`config.mk`:
```
export PLATFORM = sky130hd
export DESIGN_NAME = fifo_drain_ctrl_flat
export DESIGN_NICKNAME = d
export VERILOG_FILES = /design/src/rtl/fifo_drain_ctrl_if.sv /design/src/rtl/fifo_drain_ctrl.sv /design/src/flat_wrapper.sv
export SDC_FILE = /design/constraint.sdc
export NUM_CORES = 1
export LEC_CHECK = 0
export BUFFER_PORTS_ARGS = -buffer_cell sky130_fd_sc_hd__buf_2
export CAP_MARGIN = 20
export CORE_MARGIN = 1
export CORE_UTILIZATION = 56
export DETAILED_ROUTE_END_ITERATION = 8
export PLACE_DENSITY = 0.84
export SETUP_SLACK_MARGIN = 0.1
export SLEW_MARGIN = 0
export SYNTH_ARGS = -nofsm -noshare
export SYNTH_HDL_FRONTEND = slang
export SYNTH_SLANG_ARGS = --single-unit
```
`constraint.sdc`:
```
create_clock -name clk -period 2.9 [get_ports clk]
set_clock_uncertainty 0.05 [all_clocks]
set_input_delay 0.29 -clock clk [delete_from_list [all_inputs] [get_ports clk]]
set_output_delay 0.29 -clock clk [all_outputs]
set_load 0.02 [all_outputs]
```
`src/rtl/fifo_drain_ctrl_if.sv`:
```
// Handshake bundle between the drain controller, the FIFO read port and the consumer.
// The master side is the controller; the slave side is the FIFO/consumer environment.
interface fifo_drain_ctrl_if #(
  parameter int DATA_BITS = 10
);
  logic                 fifo_empty_in;
  logic [DATA_BITS-1:0] fifo_data_in;
  logic                 fifo_read_out;
  logic [DATA_BITS-1:0] data_out;
  logic                 valid_out;
  logic                 ready_in;

  modport master (
    input  fifo_empty_in, fifo_data_in, ready_in,
    output fifo_read_out, data_out, valid_out
  );

  modport slave (
    output fifo_empty_in, fifo_data_in, ready_in,
    input  fifo_read_out, data_out, valid_out
  );
endinterface

```
`src/rtl/fifo_drain_ctrl.sv`:
```
// Read-side drain controller for xfifo: issues reads, absorbs the 1-cycle RAM latency
// in a 2-entry output buffer and delivers words on a valid/ready handshake.
//
// state | meaning
// IDLE  | not draining; no reads issued
// RUN   | draining; reads issued while the FIFO has data and the buffer has room
// FLUSH | no new reads; waits for buffered and in-flight words to leave
module fifo_drain_ctrl #(
  parameter int DATA_BITS  = 10,
  parameter int COUNT_BITS = 8
) (
  input  logic                  clk,
  input  logic                  reset,
  input  logic                  enable_in,
  fifo_drain_ctrl_if.master     bus,
  output logic [COUNT_BITS-1:0] drained_cnt_out,
  output logic                  idle_out
);

  typedef enum logic [1:0] {
    IDLE  = 2'd0,
    RUN   = 2'd1,
    FLUSH = 2'd2
  } state_t;

  state_t               state;
  logic [1:0]           occ;
  logic                 inflight;
  logic [DATA_BITS-1:0] head;
  logic [DATA_BITS-1:0] tail;

  logic       valid;
  logic       pop;
  logic       rd;
  logic [1:0] load;

  // load counts buffered plus in-flight words; it never exceeds 2
  always_comb begin
    valid = (occ != 2'd0);
    pop   = valid && bus.ready_in;
    load  = occ + {1'b0, inflight};
    rd    = (state == RUN) && !bus.fifo_empty_in &&
            ((load <= 2'd1) || ((load == 2'd2) && pop));
  end

  assign bus.fifo_read_out = rd;
  assign bus.valid_out     = valid;
  assign bus.data_out      = head;
  assign idle_out          = (state == IDLE) && (occ == 2'd0) && !inflight;

  always_ff @(posedge clk) begin
    if (reset) begin
      state           <= IDLE;
      occ             <= 2'd0;
      inflight        <= 1'b0;
      head            <= '0;
      tail            <= '0;
      drained_cnt_out <= '0;
    end else begin
      inflight <= rd;
      if (pop) drained_cnt_out <= drained_cnt_out + 1'b1;

      case (state)
        IDLE:    if (enable_in) state <= RUN;
        RUN:     if (!enable_in) state <= FLUSH;
        FLUSH: begin
          if (enable_in) state <= RUN;
          else if ((occ == 2'd0) && !inflight) state <= IDLE;
        end
        default: state <= IDLE;
      endcase

      // capture of the in-flight word always lands behind whatever is left after a pop
      if (inflight && pop) begin
        if (occ == 2'd1) begin
          head <= bus.fifo_data_in;
        end else begin
          head <= tail;
          tail <= bus.fifo_data_in;
        end
      end else if (inflight) begin
        if (occ == 2'd0) head <= bus.fifo_data_in;
        else             tail <= bus.fifo_data_in;
        occ <= occ + 2'd1;
      end else if (pop) begin
        head <= tail;
        occ  <= occ - 2'd1;
      end
    end
  end

endmodule

```
`src/flat_wrapper.sv`:
```
// flat-port wrapper written by rule: the top's interface ports become plain ports
module fifo_drain_ctrl_flat 
#(
  parameter int DATA_BITS  = 10,
  parameter int COUNT_BITS = 8
)
  (clk, reset, enable_in, drained_cnt_out, idle_out, bus_fifo_empty_in, bus_fifo_data_in, bus_ready_in, bus_fifo_read_out, bus_data_out, bus_valid_out);
  fifo_drain_ctrl_if #(.DATA_BITS(DATA_BITS)) bus_i ();
  input  logic clk;
  input  logic reset;
  input  logic enable_in;
  output logic [COUNT_BITS-1:0] drained_cnt_out;
  output logic idle_out;
  input wire logic [$bits(bus_i.fifo_empty_in)-1:0] bus_fifo_empty_in;
  input wire logic [$bits(bus_i.fifo_data_in)-1:0] bus_fifo_data_in;
  input wire logic [$bits(bus_i.ready_in)-1:0] bus_ready_in;
  output wire logic [$bits(bus_i.fifo_read_out)-1:0] bus_fifo_read_out;
  output wire logic [$bits(bus_i.data_out)-1:0] bus_data_out;
  output wire logic [$bits(bus_i.valid_out)-1:0] bus_valid_out;
  assign bus_i.fifo_empty_in = bus_fifo_empty_in;
  assign bus_i.fifo_data_in = bus_fifo_data_in;
  assign bus_i.ready_in = bus_ready_in;
  assign bus_fifo_read_out = bus_i.fifo_read_out;
  assign bus_data_out = bus_i.data_out;
  assign bus_valid_out = bus_i.valid_out;
  fifo_drain_ctrl #(.DATA_BITS(DATA_BITS), .COUNT_BITS(COUNT_BITS)) u_core (.clk(clk), .reset(reset), .enable_in(enable_in), .bus(bus_i), .drained_cnt_out(drained_cnt_out), .idle_out(idle_out));
endmodule
```
==> results.json, run 1 <==
{
  "finalSetupViolCount": 0,
  "stdcell_area_um2": 1720,
  "globalRouteOverflowTotal": 0,
  "holdBufCountCts": 0,
  "fp-row-count": 18,
  "grt_max_degree": 33,
  "register_area_um2": 661,
  "drv_slew": 0,
  "layout.nets": 221,
  "dp_hpwl_mm": 2.12,
  "core_area_um2": 2480,
  "cts_tree": "done",
  "syn_area_per_cell_um2": 8.81,
  "worstPathRequired_ps": 2560,
  "via_per_inst": 5.58,
  "first_global_vias": 1157,
  "synth_top_area_share_pct": 45.2,
  "synth-seq-area-share_pct": 45.2,
  "syn_area_um2": 1460,
  "synth_top_cell_by_area": "dfxtp_1",
  "dpl_cell_area_um2": 1630,
  "period_needed_ps": 2230,
  "hold_slack_ps": 67.1,
  "p_per_area_nw_per_um2": 648,
  "sw_frac_of_total_pct": 29.7,
  "wirelength_mm": 3.01,
  "worst_pin_slew_ps": 623,
  "synthMostInstantiatedCell": "dfxtp_1",
  "clk-insertion-delay-late_ps": 340,
  "p_clk_share_pct": 32.5,
  "vias": 1283,
  "p_leak_nw": 0.806,
  "worstHoldPathType": "input port to register",
  "period_share_pct": 76.9,
  "fin_setup_tns_ps": 0,
  "irDropWorstVdd_uv": 530,
  "fmax_mhz": 449,
  "synthFlopType": "dfxtp_1",
  "seqPwrFrac_pct": 45.9,
  "cts_made_buffers": 5,
  "cap_violations": 0,
  "initial_utilization_pct": 59.0,
  "p_switching_w": 0.000331,
  "synth.net_count": 188,
  "crit_arrival_ps": 1890,
  "multi_input_area_um2": 741,
  "clock-root-buffer": "clkbuf_4",
  "cts.clk_slew.worst_paths_ps": 100,
  "startpoint_type": "register",
  "antennaDiodeCount": 0,
  "synthCells": 166,
  "synth_commonest_cells": "dfxtp_1, nand2_1, nor2_1",
  "yosys_warnings": 0,
  "die-area_um2": 2820,
  "post_cts_buffers": 0,
  "gp_congestion": 0.881,
  "synth_edf_count": 0,
  "cts_sinks": 33,
  "outcome": "completed",
  "synth_seq_cells": 33,
  "port-buffer-count": 35,
  "wl_per_cell_um": 13.1,
  "rsz0062_at_grt": "false",
  "drt-pass1-iter-count": 4,
  "ios": 36,
  "fill_cells": 196,
  "critPathCaptureType": "primary output",
  "synth_cell_types": 30,
  "cp_max_fo": 5,
  "synthArstFlopShare_pct": 0,
  "drc_errors": 0,
  "cts_max_level": 2,
  "grt_usage_pct": 23.9,
  "drive_above_1_share_pct": 21.5,
  "die_y_um": 53.1,
  "area_growth_pct": 17.5,
  "drt_iter0_drc": 41,
  "relSlewSlack_pct": 58.4,
  "intPower_w": 0.000783,
  "synthTopCellsByArea": "dfxtp_1, nand2_1, nor2_1",
  "critical_path_class": "register to primary output",
  "die-width_um": 53.1,
  "grt_antenna_before_repair": 0,
  "ant_nets": 0,
  "grt_pass1_wl_mm": 4.74,
  "hold_viol": 0,
  "clockBufferDepth": 2,
  "pwr-share-comb_pct": 21.6,
  "cts_resized": 0
}
## metal layers
| metal | GRT usage (%) | wire, um | up-vias |
|---|---|---|---|
| li1 | - | - | 625 |
| met1 | 25.4 | 1340 | 602 |
| met2 | 39.9 | 1460 | 43 |
| met3 | 6.61 | 130 | 13 |
| met4 | 17.5 | 78 | 0 |
| met5 | 0 | 0 | - |
## flip-flops by register name, summed over array words and instances, names as in the netlist
signal / count
u_core.occ: 2
u_core.drained_cnt_out: 8
u_core.bus.data_out: 10
u_core.state: 2
u_core.tail: 10
u_core.inflight: 1
## power groups by stage
stage / sequential (W) / clock, W / combinational (W)
floorplan: 0.000552 / 0 / 0.000139
global placement: 0.000519 / 0 / 0.000229
detailed placement: 0.000522 / 0 / 0.000239
CTS: 0.000511 / 0.000367 / 0.000241
global route: 0.000516 / 0.000387 / 0.000267
finish: 0.000511 / 0.000362 / 0.000241
## final cells by class
| type | count | area share (%) |
|---|---|---|
| flip-flops and latches | 33 | 38.5 |
| clock inverters | 1 | 1.75 |
| well taps | 30 | 2.18 |
| clock buffers | 7 | 3.20 |
| repair buffers | 35 | 10.2 |
| multi-input cells | 119 | 43.1 |
| inverters | 5 | 1.09 |
## kinds of logic after synthesis
family	count (synthesis)	share of synthesized area [%]
multiplexers	10	6.84
adder cells (fa/ha/maj)	7	5.99
flip-flops	33	45.2
AO/OA/AOI/OAI	18	9.84
XOR/XNOR	9	5.39
AND/OR/NAND/NOR	75	22.6
buffers and inverters	14	4.19
## worst max-delay path, stage by stage, from the launching register on
cell and delay [ps]:
dfxtp_1 370, inv_1 120, ha_1 260, nand2b_1 210, o21ai_0 170, nor3b_1 220, buf_2 200
## worst paths after layout
kind / startpoint / end / slack [ps] / cells after the start
setup / recovery: u_core.occ[0] / bus_fifo_read_out / 670 / 6
hold / removal: enable_in / u_core.state[1] / 70 / 2
setup reg to reg: u_core.occ[0] / u_core.bus.data_out[1] / 930 / 6
hold reg to reg: u_core.tail[7] / u_core.bus.data_out[7] / 440 / 2
## cells in the final DEF (no fill, tap or decap)
master,n
buf_2,35
dfxtp_1,33
nand2_1,29
nor2_1,27
a311oi_1,10
mux2i_1,10
xor2_1,7
ha_1,7
inv_1,5
clkbuf_4,5
nand4_1,4
nand2b_1,3
and3_1,3
nor3_1,2
xnor2_1,2
a211oi_1,2
o21ai_0,1
nor3b_1,1
o21ai_2,1
o21a_1,1
nor2b_1,1
a21oi_1,1
and2_1,1
nand3_1,1
or3_1,1
a31oi_1,1
nand3b_1,1
and3b_1,1
a211o_1,1
bufinv_16,1
clkbuf_1,1
clkbuf_8,1
## stage by stage
stage / power [W] / worst slack (ps) / utilization [%] / cells
floorplan: 0.000691 / 1010 / - / 166
global placement: 0.000748 / 1040 / 65.9 / 222
detailed placement: 0.000761 / 953 / 65.9 / 222
CTS: 0.00112 / 659 / 69.3 / 230
global route: 0.00117 / 507 / 69.3 / 230
finish: 0.00111 / 671 / 69.3 / 230
No activity file was read; power rests on OpenSTA's default activity.
==> run 2, diff against run 1 <==
CORE_UTILIZATION = 52   (was 56)
PLACE_DENSITY = 0.79   (was 0.84)
clock period = 2.2 ns   (was 2.9 ns; I/O delays follow)
==> run 2 against run 1 <==
- utilization down 1.7 points
- sequential share of layout area is 0.083 points lower
- first-iteration DRC count down 49%
- worst setup slack got worse by 490 ps
- cell count is 1.3% higher
- die area is 7.4% higher
- power grew 20%
- count of clock-buffer cells in the layout up 1
- critical endpoint unchanged
- highest routed layer unchanged
==> results.json, run 2 (synthesis gave the netlist of run 1 again) <==
{
  "die-width_um": 55.0,
  "drive_above_1_share_pct": 24.1,
  "grt_max_degree": 33,
  "cts_sinks": 33,
  "multi_input_area_um2": 763,
  "worst_pin_slew_ps": 551,
  "via_per_inst": 5.39,
  "cts_made_buffers": 5,
  "clk-insertion-delay-late_ps": 330,
  "grt_pass1_wl_mm": 4.80,
  "hold_viol": 0,
  "cp_max_fo": 5,
  "initial_utilization_pct": 57.0,
  "critPathCaptureType": "primary output",
  "worstHoldPathType": "input port to register",
  "port-buffer-count": 35,
  "startpoint_type": "register",
  "wl_per_cell_um": 13.3,
  "layout_commonest_cell": "buf_2",
  "grt_antenna_before_repair": 0,
  "die-area_um2": 3030,
  "dp_hpwl_mm": 2.24,
  "grt_usage_pct": 23.2,
  "first_global_vias": 1133,
  "most-common-layout-cells": "buf_2, dfxtp_1, nand2_1",
  "drt-pass1-iter-count": 4,
  "fin_setup_tns_ps": 0,
  "ios": 36,
  "drc_errors": 0,
  "irDropWorstVdd_uv": 569,
  "fp-row-count": 18,
  "clock-root-buffer": "clkbuf_4",
  "fin_ws_ps": 176,
  "critical_path_class": "register to primary output",
  "period_share_pct": 92.0,
  "crit_arrival_ps": 1750,
  "drv_slew": 0,
  "post_cts_buffers": 0,
  "rsz0062_at_grt": "false",
  "gp_congestion": 0.820,
  "p_per_area_nw_per_um2": 769,
  "area_growth_pct": 18.8,
  "cts_tree": "done",
  "fill_cells": 218,
  "die_y_um": 55.0,
  "register_area_um2": 667,
  "cts_max_level": 2,
  "finalSetupViolCount": 0,
  "drt_iter0_drc": 21,
  "antennaDiodeCount": 0,
  "worstPathRequired_ps": 1930,
  "period_needed_ps": 2020,
  "globalRouteOverflowTotal": 0,
  "ant_nets": 0,
  "cts.clk_slew.worst_paths_ps": 100,
  "clockBufferDepth": 2,
  "fin_util_pct": 67.7,
  "layout.nets": 224,
  "vias": 1255,
  "relSlewSlack_pct": 63.2,
  "cap_violations": 0,
  "outcome": "completed",
  "fmax_mhz": 494,
  "wirelength_mm": 3.10,
  "core_area_um2": 2570,
  "dp_slack_ps": 268,
  "p_leak_nw": 0.816
}
[run 2: path summary, 6_finish.rpt]
path	startpoint	endpoint	slack, ps	depth (start not counted)
worst max-delay path	u_core.occ[0]	bus_fifo_read_out	180	6
worst min-delay path	bus_fifo_data_in[4]	u_core.tail[4]	90	3
worst max register to register	u_core.occ[0]	u_core.tail[7]	290	6
worst min register to register	u_core.tail[2]	u_core.bus.data_out[2]	440	2
[run 2: repair_timing]
action / 4_1_cts / 5_1_grt
hold buffers: 1 / 0
resized for setup: 6 / 5
hold endpoints to repair: 1 / 0
setup endpoints to repair: 1 / 1
[run 2: routing by layer]
layer  GRT usage (%)  share of wire (%)  up-vias
met5               0                  0        -
met4            8.75                1.1        0
met3            8.20                4.1        4
met2            41.2                 53       29
met1            25.1                 42      587
li1                -                  -      635
[run 2: area by class of cell]
| cell class | count | area share (%) |
|---|---|---|
| Sequential cell | 33 | 38.4 |
| Tap cell | 30 | 2.16 |
| Multi-Input combinational cell | 119 | 43.9 |
| Clock buffer | 8 | 2.81 |
| Timing Repair Buffer | 38 | 11.7 |
| Inverter | 5 | 1.08 |
[run 2: worst max-delay path, cell delays in order, from the launching register on]
cell,delay (ps)
dfxtp_2,350
inv_1,90
ha_1,260
nand2b_4,180
o21ai_2,150
nor3b_4,230
buf_4,170
[run 2: per-stage QoR]
step | hold WS, ps | total power (W) | instance area, um2 | cells
2_1_floorplan | 242 | 0.000911 | 1460 | 166
3_3_place_gp | 347 | 0.000996 | 1650 | 224
3_5_place_dp | 354 | 0.00102 | 1650 | 224
4_1_cts | 83.9 | 0.00133 | 1720 | 233
5_1_grt | 99.6 | 0.00141 | 1740 | 233
6_report | 93.3 | 0.00134 | 1740 | 233
[run 2: power breakdown]
group / internal (W) / total, W / switching, W
clock: 0.000127 / 0.000317 / 0.000190
combinational: 0.000133 / 0.000346 / 0.000213
sequential: 0.000645 / 0.000673 / 0.0000283
